File: config.mk
export PLATFORM = sky130hd
export DESIGN_NAME = icache_refill_ctrl
export DESIGN_NICKNAME = d
export VERILOG_FILES = /design/src/rtl/icache_refill_ctrl.sv
export SDC_FILE = /design/constraint.sdc
export NUM_CORES = 1
export LEC_CHECK = 0
export BUFFER_PORTS_ARGS = -buffer_cell sky130_fd_sc_hd__clkbuf_2
export CAP_MARGIN = 20
export CORE_AREA = 3 3 119 179
export DETAILED_ROUTE_END_ITERATION = 6
export DIE_AREA = 0 0 122 182
export SYNTH_ARGS = -nofsm -noshare
export SYNTH_HDL_FRONTEND = slang
export SYNTH_SLANG_ARGS = --single-unit
export TNS_END_PERCENT = 20
File: constraint.sdc
create_clock -name clk -period 1.8 [get_ports clk]
set_input_delay 0.18 -clock clk [delete_from_list [all_inputs] [get_ports clk]]
set_output_delay 0.18 -clock clk [all_outputs]
set_load 0.02 [all_outputs]
File: src/rtl/icache_refill_ctrl.sv
// Instruction-cache miss refill: stalls fetch, reads the four 16-bit words of the
// missing 64-bit line over a req/ack handshake, then writes the line to the cache.
module icache_refill_ctrl #(
  parameter int ADDR_W      = 16,
  parameter int LINE_WORDS  = 4,
  parameter int ACK_TIMEOUT = 255
) (
  input  logic                     clk,
  input  logic                     rst,
  input  logic                     fetch_en,
  input  logic [ADDR_W-1:0]        pc_addr,
  input  logic                     cache_hit,
  output logic                     stall,
  output logic                     mem_req,
  output logic [ADDR_W-1:0]        mem_addr,
  input  logic                     mem_ack,
  input  logic [15:0]              mem_rdata,
  output logic                     fill_valid,
  output logic [ADDR_W-1:0]        fill_addr,
  output logic [16*LINE_WORDS-1:0] fill_data,
  output logic                     mem_err
);

  localparam int LINE_W = 16 * LINE_WORDS;
  localparam int TW     = $clog2(ACK_TIMEOUT + 1);

  typedef enum logic [1:0] {IDLE, FETCH, FILL, SETTLE} state_t;

  state_t            state;
  logic [ADDR_W-1:0] base;
  logic [1:0]        k;
  logic [TW-1:0]     tmo_cnt;
  logic [LINE_W-1:0] line;
  logic              miss;

  assign miss  = fetch_en & ~cache_hit;
  assign stall = (state == IDLE) ? miss : 1'b1;

  // Assembly buffer holds only data; a reset mid-refill is discarded because k restarts.
  always_ff @(posedge clk) begin
    if (state == FETCH && mem_req && mem_ack) begin
      line[{k, 4'b0000} +: 16] <= mem_rdata;
    end
  end

  always_ff @(posedge clk) begin
    if (rst) begin
      state      <= IDLE;
      base       <= '0;
      k          <= '0;
      tmo_cnt    <= '0;
      mem_req    <= 1'b0;
      mem_addr   <= '0;
      fill_valid <= 1'b0;
      fill_addr  <= '0;
      fill_data  <= '0;
      mem_err    <= 1'b0;
    end else begin
      fill_valid <= 1'b0;
      case (state)
        IDLE: begin
          if (miss) begin
            base     <= pc_addr & ~ADDR_W'(7);
            mem_addr <= pc_addr & ~ADDR_W'(7);
            mem_req  <= 1'b1;
            k        <= '0;
            tmo_cnt  <= '0;
            state    <= FETCH;
          end
        end
        FETCH: begin
          if (!mem_req) begin
            // Reissue cycle after a timeout: same word, same address.
            mem_req <= 1'b1;
          end else if (mem_ack) begin
            tmo_cnt <= '0;
            if (k == 2'(LINE_WORDS - 1)) begin
              mem_req    <= 1'b0;
              fill_valid <= 1'b1;
              fill_addr  <= base;
              fill_data  <= {mem_rdata, line[LINE_W-17:0]};
              state      <= FILL;
            end else begin
              k        <= k + 2'd1;
              mem_addr <= base | ADDR_W'({k + 2'd1, 1'b0});
            end
          end else if (tmo_cnt == TW'(ACK_TIMEOUT - 1)) begin
            mem_req <= 1'b0;
            mem_err <= 1'b1;
            tmo_cnt <= '0;
          end else begin
            tmo_cnt <= tmo_cnt + 1'b1;
          end
        end
        FILL:    state <= SETTLE;
        SETTLE:  state <= IDLE;
        default: state <= IDLE;
      endcase
    end
  end

endmodule

Word-level counts from Yosys, hierarchy flattened

Cells that the tools add are included.

Bits in registers: 185
Output and inout bits: 100
Word-level logic and storage cells: 73

Add/subtract/negate cells: 3
Equal/unequal tests: 10
Shift-type cells: 2
Multiplexer cells: 29
Bitwise logic cells: 6
Reductions and logical operators: 12

Operators by type and width:

| operator                                              | count |
|---|---|
| bitwise mux 64 bit                                    | 1 |
| 2-to-1 mux 16 bit                                     | 4 |
| variable shift 16 x 8 -> 64 bit, first input constant | 1 |
| indexed part select 16 x 8 -> 64 bit                  | 1 |
| 2-to-1 mux 8 bit                                      | 4 |
| one-hot mux 16 bit (2 select lines)                   | 1 |
| 2-to-1 mux 2 bit                                      | 8 |
| OR 16 x 3 -> 16 bit                                   | 1 |
| one-hot mux 8 bit (2 select lines)                    | 1 |
| AND reduction 4 bit                                   | 3 |
| adder 8 x 1 -> 8 bit, second input constant           | 1 |
| == test 8 bit, second input constant                  | 1 |
| != test 2 bit, second input constant                  | 4 |
| negator 6 -> 8 bit                                    | 1 |
| one-hot mux 2 bit (4 select lines)                    | 1 |
| 2-to-1 mux 1 bit                                      | 7 |
| == test 2 bit, second input constant                  | 3 |
| AND reduction 5 bit                                   | 1 |
| NOT 1 bit                                             | 4 |
| one-hot mux 2 bit (2 select lines)                    | 1 |
| AND reduction 2 bit                                   | 2 |
| OR reduction 4 bit                                    | 1 |
| AND reduction 3 bit                                   | 1 |
| adder 2 x 1 -> 2 bit, second input constant           | 1 |
| other kinds (7)                                       | 8 |

Longest topological paths before layout

Word-level depth: 6
Depth in mapped cells: 9
Gate-level depth less buffers: 6

Least setup slack after synthesis

No wires, ideal clock.

Kind: register -> register
Start point: register k[0]
End point: register line[11] (data pin)
Setup time: 0.131 ns
Data arrival time: 1.736 ns
Data required time: 1.669 ns
Path slack: -0.068 ns
Cell stages (with the launch flop): 6
Buffers on the path: 1
Period minus slack after synthesis: 1.868 ns
Cell sequence: dfxtp_1 > inv_1 > ha_1 > nor3b_1 > clkbuf_1 > and2_1

Word-level cells in the longest chain between the ends: 3
Elaborated cells between the ends (all ways): 4
Classes of those cells: 1 x add/sub; 2 x shift; 1 x mux

RTL lines:

| item                                                                                    | line | text |
|---|---|---|
| start: declaration                                                                      | 31   | `logic [1:0] k;` |
| start signal: assignment                                                                | 84   | `k <= k + 2'd1;` |
| negator 6 -> 8 bit (*)                                                                  | 42   | `line[{k, 4'b0000} +: 16] <= mem_rdata;` |
| indexed part select 16 x 8 -> 64 bit or variable shift 16 x 8 -> 64 bit (tied branches) | 42   |  |
| bitwise mux 64 bit (*)                                                                  | 42   |  |
| end signal: indexed assignment                                                          | 42   |  |
| end: declaration                                                                        | 33   | `logic [LINE_W-1:0] line;` |

Every way passes the cells marked *; elsewhere a longest branch is shown, timed or not.
A chain may end at the register's enable or synchronous reset.

Worst setup path after layout

Start point: register state[1]
End point: register tmo_cnt[7]

Word-level cells in the longest chain between the ends: 3
Elaborated cells between the ends (all ways): 7
Classes of those cells: 3 x eq/ne; 1 x mux; 3 x reduce/logical

RTL lines:

| item                                                                 | line | text |
|---|---|---|
| start: declaration                                                   | 29   | `state_t state;` |
| start signal: assignment                                             | 48   | `state <= IDLE;` |
| start signal: assignment                                             | 68   | `state <= FETCH;` |
| start signal: assignment                                             | 82   | `state <= FILL;` |
| == test 2 x 1 -> 1 bit or zero test 2 bit (tied branches)            | 60   | `case (state)` |
| != test 2 bit (no source line) or nonzero test 2 bit (tied branches) | --   |  |
| AND reduction 3 bit (no source line)                                 | --   |  |
| end signal: assignment                                               | 92   | `tmo_cnt <= tmo_cnt + 1'b1;` |
| end: declaration                                                     | 32   | `logic [TW-1:0] tmo_cnt;` |

Parallel ways exist; a longest one is shown, timed or not.

==> results.tsv <==
metric	value	unit
status	completed	
cts_inserted_buffers	17	
gp_congestion	0.809	
drive_gt1_frac	0.262	
critical_path_class	reg2reg	
drt_wl_total	17400	um
yosysMostFrequentCell	nand2_1	
multiInputGateArea	0.00237	mm^2
diodes	0	
ys_top_cells_by_area	dfxtp_1 37%, edfxtp_1 23%, nand2_1 11%	
reg2reg_slack	60	ps
tns	0	ps
hold_viol	0	
seq_area_frac_synth	0.600	
crit_required	2160	ps
wl_per_cell	15.9	um
synth.ff_latch_count	166	
vias	5073	
ioPinCount	137	
hold_ws	14.1	ps
postLayoutCellArea	0.00834	mm^2
rsz0062_at_grt	true	
yosysUniqueCellTypes	34	
start_kind	register	
cellLeakagePower	3.12	nW
critical_path_arrival	2100	ps
die_h	182	um
floorplan.die.width	122	um
synth_ff_type	dfxtp_1	
syn2layout_area_growth	31.5	%
insertion_delay	430	ps
core-area	0.0198	mm^2
cts_buffer_depth	2	
r2r-end	tmo_cnt[7]	
maxSlewViolCount	0	
crit_fanout	6	
timing.final.crit_share	0.967	
cts_tree	done	
r2r_start	state[1]	
rows	63	
grt_use_total	0.158	
clkTransAtPathRegs	70	ps
synth-edff-count	48	
regArea	0.00381	mm^2
first_pass_iters	4	
synth_area_per_cell	9.57	um^2
dp_slack	-177	ps
start_util	0.320	
powerDensity	1260	mW/mm^2
drt_iter0_drc	369	
nets	871	
min_from	mem_rdata[0]	
drv_cap	0	
detail-route-antenna-nets	0	
synth_common_cells	188 x nand2_1, 118 x dfxtp_1, 113 x a21oi_1, 53 x and2_1, 48 x edfxtp_1	
yosys.area.top_type	dfxtp_1	
finalClockSkew	7.53	ps
nFillCells	1951	
dp_hpwl	12100	um
synth_top_area_frac	0.373	
maxSlewHeadroom	0.614	
syn_inst	662	
vias_per_cell	4.63	
antenna_found_initial	0	
crit_path_end_kind	register	
worstMarginPinSlew	578	ps
clock.fmax	575	MHz
cts_root_buf	clkbuf_16	
final-setup-viol-count	0	
whs_endpoint	fill_data[48]	
grt_max_degree	75	
grt_pass1_vias	4914	
grt_pass1_wl	26800	um
port_buffers	129	
rr_worst_depth	7	
hold_path_depth	3	
ir_drop	858	uV
placed_area	0.00750	mm^2
hp-class	in2reg	
post-route-drc-count	0	
overflow	0	
fin_ws	60.1	ps
async_reset_ff_frac	0	
synth_area	0.00634	mm^2
clock_sinks	166	
dieArea	0.0222	mm^2
htree_levels	4	
ys_warn_count	0	
min_period	1740	ps
## cell families (layout without fill, tap and decap cells)
logic type	Yosys count	count (layout)	synth area share
simple gates	271	271	0.191
flops	166	166	0.600
compound gates	142	142	0.122
buf+inv	53	224	0.0361
mux	16	16	0.0253
fa+ha+maj	11	11	0.0217
xor+xnor	2	2	0.00276
other cells	1	4	0.000592
## placed cells by master (no fill, tap or decap), types with 2 or more instances in the layout
cell type	netlist	final
nand4_1	2	2
clkinv_2	0	3
inv_6	0	7
edfxtp_1	48	48
a21oi_1	113	112
ha_1	11	9
nand2b_1	2	2
o31ai_1	2	2
and2_1	53	52
nor3b_1	3	2
dlygate4sd3_1	0	13
dfxtp_1	118	116
conb_1	1	4
buf_6	0	2
or3_1	3	3
clkbuf_2	0	128
a21oi_2	1	2
buf_12	0	9
clkbuf_16	0	20
inv_1	8	6
nor2_1	8	7
a211oi_1	16	16
o21ai_0	5	5
buf_4	4	30
mux2i_1	16	15
nand2_1	188	187
clkinvlp_4	0	2
dfxtp_2	0	2
xnor2_1	2	2
nand3_1	4	4
ha_4	0	2
## cell type report
type | count | share of cell area
Multi-Input combinational cell | 446 | 0.284
Tap cell | 260 | 0.0390
Clock inverter | 13 | 0.0123
Clock buffer | 19 | 0.0570
Sequential cell | 166 | 0.457
Inverter | 8 | 0.00390
Timing Repair Buffer | 184 | 0.147
## metrics by stage
| stage | power [mW] | utilization | instances |
|---|---|---|---|
| after detailed placement | 6.80 | 0.379 | 1044 |
| after floorplan | 5.85 | - | 665 |
| after CTS | 10.4 | 0.416 | 1089 |
| after global placement | 6.76 | 0.379 | 1044 |
| final | 10.5 | 0.421 | 1096 |
| after global routing | 11.0 | 0.421 | 1096 |
## worst max-delay path, cell delays in order, from the launching register on
cell	delay (ps)
dfxtp_2	350
inv_4	50
ha_4	160
mux2i_2	150
a21o_1	190
buf_6	140
or4_1	500
a21oi_1	130
## sequential cells by signal, summed over array words and instances (netlist names)
signal      cells
fill_addr      13
k               1
mem_req         1
fill_valid      1
mem_addr       14
fill_data      64
mem_err         1
line           48
tmo_cnt         8
base           13
state           2
## where the power goes
part	total [mW]	internal (mW)	leakage [nW]	switching (mW)
clock network	3.56	1.96	0.284	1.59
registers	4.35	4.15	1.32	0.198
logic	2.60	1.13	1.52	1.47
total	10.5	7.24	3.12	3.26
## per-layer routing
metal / routed length (um) / vias to the layer above / part of all wire / GRT usage
li1: - / 2536 / - / -
met5: 0 / - / 0 / 0
met2: 9440 / 137 / 0.54 / 0.283
met1: 6570 / 2378 / 0.38 / 0.173
met3: 1140 / 22 / 0.066 / 0.0489
met4: 261 / 0 / 0.015 / 0.0556
## worst max path at each step
stage / start / end
floorplan: k[0] / line[11]
global placement: state[0] / mem_addr[5]
detailed placement: state[0] / mem_addr[14]
CTS: state[1] / tmo_cnt[7]
global route: state[1] / tmo_cnt[5]
finish: state[1] / tmo_cnt[7]
## timing repair
| action | 4_1_cts | 5_1_grt |
|---|---|---|
| hold buffers | 13 | 0 |
| pin swaps | 0 | 3 |
| setup buffers | 0 | 5 |
| resized for setup | 5 | 13 |
| gates cloned | 0 | 2 |
| setup endpoints to repair | 68 | 88 |
| endpoints found under the hold margin | 13 | 0 |
No activity file was read; power rests on OpenSTA's default activity.
